File: config.mk
export PLATFORM = sky130hd
export DESIGN_NAME = shift_chain_sequencer
export DESIGN_NICKNAME = d
export VERILOG_FILES = /design/src/rtl/shift_chain_sequencer.sv
export SDC_FILE = /design/constraint.sdc
export NUM_CORES = 1
export LEC_CHECK = 0
export ABC_AREA = 1
export CAP_MARGIN = 15
export CORE_MARGIN = 10
export CORE_UTILIZATION = 25
export DETAILED_ROUTE_END_ITERATION = 16
export GPL_TIMING_DRIVEN = 0
export PLACE_DENSITY = 0.42
export RECOVER_POWER = 50
export SLEW_MARGIN = 20
export SYNTH_ARGS = -nofsm -noshare
export SYNTH_HDL_FRONTEND = slang
export SYNTH_SLANG_ARGS = --single-unit
File: constraint.sdc
create_clock -name clk -period 1.57 [get_ports clk]
set_input_delay 0.471 -clock clk [delete_from_list [all_inputs] [get_ports clk]]
set_output_delay 0.471 -clock clk [all_outputs]
set_load 0.05 [all_outputs]
File: src/rtl/shift_chain_sequencer.sv
// Loopback/transport engine for an external serial shift-register chain.
// Sends a word LSB-first, recovers it from the chain tail, flags mismatch.
module shift_chain_sequencer #(
    parameter int WIDTH = 8,
    parameter int DEPTH = 4
) (
    input  logic             clk,
    input  logic             rst,
    input  logic             start,
    input  logic [WIDTH-1:0] din,
    output logic             sr_d,
    output logic             sr_en,
    input  logic             sr_q,
    output logic             busy,
    output logic [WIDTH-1:0] dout,
    output logic             done,
    output logic             err
);

    localparam int TOTAL = WIDTH + DEPTH;
    localparam int CW    = $clog2(TOTAL + 1);

    localparam logic [CW-1:0] LAST     = CW'(TOTAL - 1);
    localparam logic [CW-1:0] CAP_FROM = CW'(DEPTH);

    typedef enum logic [1:0] {
        IDLE,
        SHIFT,
        DONE
    } state_t;

    state_t           state;
    logic [CW-1:0]    cnt;
    logic [WIDTH-1:0] tx;
    logic [WIDTH-1:0] tx_sh;
    logic [WIDTH-1:0] cap;
    logic [WIDTH:0]   cap_ext;
    logic [WIDTH-1:0] cap_next;
    logic             unused_cap_lsb;

    // Chain output enters at the MSB; the oldest bit ends up at bit 0.
    assign cap_ext        = {sr_q, cap};
    assign cap_next       = cap_ext[WIDTH:1];
    assign unused_cap_lsb = cap_ext[0];

    always_ff @(posedge clk) begin
        if (rst) begin
            state <= IDLE;
            cnt   <= '0;
            tx    <= '0;
            tx_sh <= '0;
            cap   <= '0;
            sr_d  <= 1'b0;
            sr_en <= 1'b0;
            busy  <= 1'b0;
            done  <= 1'b0;
            dout  <= '0;
            err   <= 1'b0;
        end else begin
            unique case (state)
                IDLE: begin
                    sr_d  <= 1'b0;
                    sr_en <= 1'b0;
                    busy  <= 1'b0;
                    done  <= 1'b0;
                    if (start) begin
                        state <= SHIFT;
                        tx    <= din;
                        tx_sh <= din >> 1;
                        cnt   <= '0;
                        cap   <= '0;
                        sr_d  <= din[0];
                        sr_en <= 1'b1;
                        busy  <= 1'b1;
                    end
                end
                SHIFT: begin
                    cnt <= cnt + 1'b1;
                    if (cnt >= CAP_FROM) begin
                        cap <= cap_next;
                    end
                    // tx_sh drains to zero, which supplies the flush bits.
                    if (cnt == LAST) begin
                        state <= DONE;
                        sr_d  <= 1'b0;
                        sr_en <= 1'b0;
                        done  <= 1'b1;
                        dout  <= cap_next;
                        err   <= (cap_next != tx);
                    end else begin
                        sr_d  <= tx_sh[0];
                        tx_sh <= tx_sh >> 1;
                    end
                end
                DONE: begin
                    state <= IDLE;
                    done  <= 1'b0;
                    busy  <= 1'b0;
                end
                default: begin
                    state <= IDLE;
                    sr_d  <= 1'b0;
                    sr_en <= 1'b0;
                    busy  <= 1'b0;
                    done  <= 1'b0;
                end
            endcase
        end
    end

endmodule
-- Word-level counts from Yosys, hierarchy flattened
Cells that the tools add are included.
Widths: inputs -> output; s select.
- add/sub/neg operators: 1
- order comparisons: 1
- equality and inequality tests: 8
- muxes and demuxes: 18
- bitwise gates (word level): 2
- reductions and logical operators: 10
- operators with widths (operator ; number):
    $mux 8 ; 4
    $pmux 8 s2 ; 2
    $reduce_and 2->1 ; 5
    $ne 2x2->1 const B ; 4
    $ne 8x8->1 ; 1
    $pmux 4 s2 ; 1
    $pmux 1 s3 ; 2
    $reduce_and 3->1 ; 2
    $add 4x1->4 const B ; 1
    $eq 4x4->1 const B ; 1
    $ge 4x3->1 const B ; 1
    $mux 1 ; 4
    $mux 2 ; 2
    $mux 4 ; 1
    $pmux 2 s2 ; 1
    $eq 2x1->1 const B ; 1
    $eq 2x2->1 const B ; 1
    $logic_not 2->1 ; 1
    $not 1->1 ; 2
    $pmux 1 s2 ; 1
    $reduce_bool 2->1 ; 1
    $reduce_or 2->1 ; 1
- bits in registers: 43
- input port bits: 12
- output and inout port bits: 13
- word-level logic and storage cells: 51

-- Longest topological paths before layout
- depth in word-level cells: 3
- mapped depth: 8
- gate-level depth less buffers: 8

-- Least setup slack after synthesis
OpenSTA, ideal clock, no wires.
- kind: input to register
- from: in start
- to: reg tx[4]
- library setup time: 0.119 ns
- data arrival time: 1.120 ns
- required time: 1.451 ns
- path slack: 0.331 ns
- cell stages on the path: 6
- buffers on the path: 1
- path through: nand2_1 -> nor2_4 -> inv_1 -> buf_2 -> o21ai_0 -> a21oi_1
- cells in the longest elaborated chain, start to end: 1
- ends and longest elaborated chain (element ; line ; RTL):
    start, declared ; 9 ; input logic start,
    $reduce_and 2->1 (no source line) ; -- ;
    end signal, assigned ; 68 ; tx <= din;
    end, declared ; 34 ; logic [WIDTH-1:0] tx;
No other way between the ends.
A chain may end at the register's enable or synchronous reset.

-- Worst setup path after layout
- from: reg sr_en
- to: out sr_en
- RTL lines (element ; line ; RTL):
    start, declared ; 12 ; output logic sr_en,
    start signal, assigned ; 54 ; sr_en <= 1'b0;
    start signal, assigned ; 63 ; sr_en <= 1'b0;
    start signal, assigned ; 73 ; sr_en <= 1'b1;
No word-level cell between the ends.

==> flow_summary_export.csv <==
group,metric,value,unit
outcome,status,"complete, no violations",
clock_tree,clockRootBuffer,"clkbuf_8",
setup_path,worstPathCellList,"clkdlybuf4s15_2",
routing,vias,1543,
floorplan,initial_utilization,0.2567,
cells_and_area,multiInputGateArea,800.8,µm²
routing,drc,0,
synthesis,synth_cell_types,24,
synthesis,async_reset_ff_frac,0,
cells_and_area,antenna_cells,0,
clock_tree,clk_latency,300,ps
floorplan,design.core.area,6794,µm²
timing,relSlewSlack,0.8057,
pwr,power_density,1021,nW/µm²
synthesis,ys_seq_area_frac,0.4706,
synthesis,synth-seq-cells,41,
setup_path,reg2reg_depth,6,
synthesis,netlist_area,1744,µm²
timing,period_share,0.9519,
timing,worstMarginPinSlew,292.8,ps
timing,finalHoldViolCount,0,
setup_path,r2r_start,"cnt[0]",
placed_design,post-place-cells,359,
cells_and_area,final_nets,289,
synthesis,synth.yosys.warnings,0,
setup_path,path_max_fanout,2,
routing,wl_per_cell,12.44,µm
clock_tree,clk_pin_slew,90,ps
setup_path,cp_num_cells,1,
synthesis,syn_avg_cell_area,7.298,µm²
setup_path,path_class,"reg2out",
timing,whs,455.5,ps
grt,grt_pass1_vias,1468,
cells_and_area,fin_cells,373,
grt,antenna_found_initial,0,
floorplan,io_pins,25,
synthesis,synth_cells,239,
synthesis,synth_nets,252,
routing,ant_nets,0,
grt,grt_usage,0.08744,
floorplan,die_w,103.5,µm
setup_path,cp_top_family,"buffers and inverters",
cells_and_area,fill_cells,757,
routing,drt_wl_total,4640,µm
setup_path,cpPeakStageDelay,380,ps
clock_tree,htreeDepth,2,
run,cap_violations,0,
setup_path,required,1100,ps
setup_path,path_buf_inv,1,
setup_path,cp-end-kind,"primary output",
synthesis,yosys.cell_count.top_type,"nand2_1",
setup_path,cp.arrival,1020,ps
grt,grt-ovfl-total,0,
clock_tree,clkSinkCount,41,
placed_design,port_buffers,24,
hold_path,whs_path_depth,2,
clock_tree,cts_buffer_depth,2,
cells_and_area,seq_area,820.8,µm²
setup_path,crit_slowest_cell,"clkdlybuf4s15_2",
floorplan,row_count,30,
placed_design,routabilityCongestion,0.6999,
timing,fin_crit,1495,ps
setup_path,startpoint_type,"register",
synthesis,netlist.area_leader.share,0.4706,
routing,detail_route.iter0.violations,57,
setup_path,rrSetupSlack,150,ps
cells_and_area,syn_to_final_growth,31.85,%
floorplan,die_y,103.5,µm
grt,grt_pass1_wl,7500,µm
hold_path,min_path_type,"reg2reg",
timing,finalMaxSlewViolations,0,
synthesis,synth_edf_count,0,
hold_path,min-delay-start,"done",
grt,grt_max_degree,13,
clock_tree,cts_buffers,5,
pwr,power,2.347,mW
routing,via_per_inst,4.137,
clock_tree,cts_tree,"built",
floorplan,die_area,10720,µm²
timing,clock_skew,15.60,ps
timing,setup_violations,0,
clock_tree,ctsHoldBuffers,0,
synthesis,synth_top_area_cell,"dfxtp_1",
synthesis,ys.flop_type,"dfxtp_1",
pwr,ir_worst_vdd,365.6,µV
cells_and_area,layout-drive-gt1-share,0.1697,
setup_path,critPathLaunch,"sr_en",
synthesis,ys_top_cells_by_count,"54 x nand2_1, 43 x nor2_1, 41 x dfxtp_1, 30 x o21ai_0, 22 x inv_1",
timing,fmax,0.6691,GHz
synthesis,synth_area_leaders,"dfxtp_1 47%, nand2_1 12%, nor2_1 9.3%",
pwr,p_leak,1.013,nW
placed_design,dpl.hpwl,3211,µm
routing,drt_pass1_iterations,4,
## cell families after synthesis
kind of cell               Yosys count  share of synthesized area
and+or+nand+nor                    110                     0.2733
AOI/OAI and AO/OA                   52                     0.1528
DFF                                 41                     0.4706
buffers and inverters               32                    0.08106
xor gates and xnor gates             3                    0.01507
adders and majority gates            1                   0.007172
## timing repair
action	4_1_cts	5_1_grt
resized for setup	42	9
pin swaps	1	3
setup endpoints to repair	33	17
buffers inserted	0	5
cloned	0	1
## path summary, 6_finish.rpt
check | endpoint
max reg2reg | dout[5]
min reg2reg | done
min | done
max | sr_en
## cells in the final DEF (no fill, tap or decap), types with 2 or more instances in the layout
| master | netlist | routed |
|---|---|---|
| inv_1 | 22 | 21 |
| nand2_1 | 54 | 53 |
| o21ai_1 | 3 | 6 |
| clkdlybuf4s50_1 | 0 | 11 |
| buf_6 | 2 | 2 |
| nor2_2 | 0 | 2 |
| buf_4 | 1 | 7 |
| nor2_1 | 43 | 42 |
| nand3_1 | 5 | 5 |
| xor2_1 | 3 | 3 |
| clkbuf_8 | 0 | 6 |
| dfxtp_1 | 41 | 41 |
| clkdlybuf4s15_2 | 0 | 13 |
| buf_2 | 2 | 3 |
| nor2_4 | 2 | 2 |
| a21oi_1 | 17 | 17 |
| nand2_4 | 2 | 2 |
| o21ai_0 | 30 | 27 |
| inv_2 | 2 | 3 |
## layout make-up
type | instances | share of cell area
plain buffers | 8 | 0.02503
clock buffers | 7 | 0.03754
clock inverters | 1 | 0.01306
inverters | 24 | 0.03917
multi-input cells | 167 | 0.3482
flip-flops and latches | 41 | 0.3569
well taps | 96 | 0.05223
repair buffers | 29 | 0.1279
## per-layer routing
metal | wire length [µm] | GRT usage
met5 | 0 | 0
met1 | 2334 | 0.1096
met4 | 123 | 0.04839
met3 | 218 | 0.02974
met2 | 1965 | 0.1275
## sequential cells by signal, indices dropped and copies added, names as in the netlist
register	count
busy	1
err	1
sr_en	1
state	2
cap	7
cnt	4
dout	8
done	1
tx	8
tx_sh	7
sr_d	1
## power by group
part           internal [mW]  switching, mW
Clock                  0.519          0.382
Combinational          0.128          0.190
Sequential              1.09         0.0326
Total                   1.74          0.606
## through the flow
stage | utilization | worst slack, ps | cell area [µm²] | setup TNS (ps)
2_1_floorplan | - | 330.8 | 1744 | 0
3_3_place_gp | 0.3098 | -617.5 | 2105 | -13110
3_5_place_dp | 0.3098 | -623.6 | 2105 | -12540
4_1_cts | 0.3300 | 4.479 | 2242 | 0
5_1_grt | 0.3385 | -20.37 | 2300 | -37.06
6_report | 0.3385 | 75.45 | 2300 | 0
No activity file was read; power rests on OpenSTA's default activity.
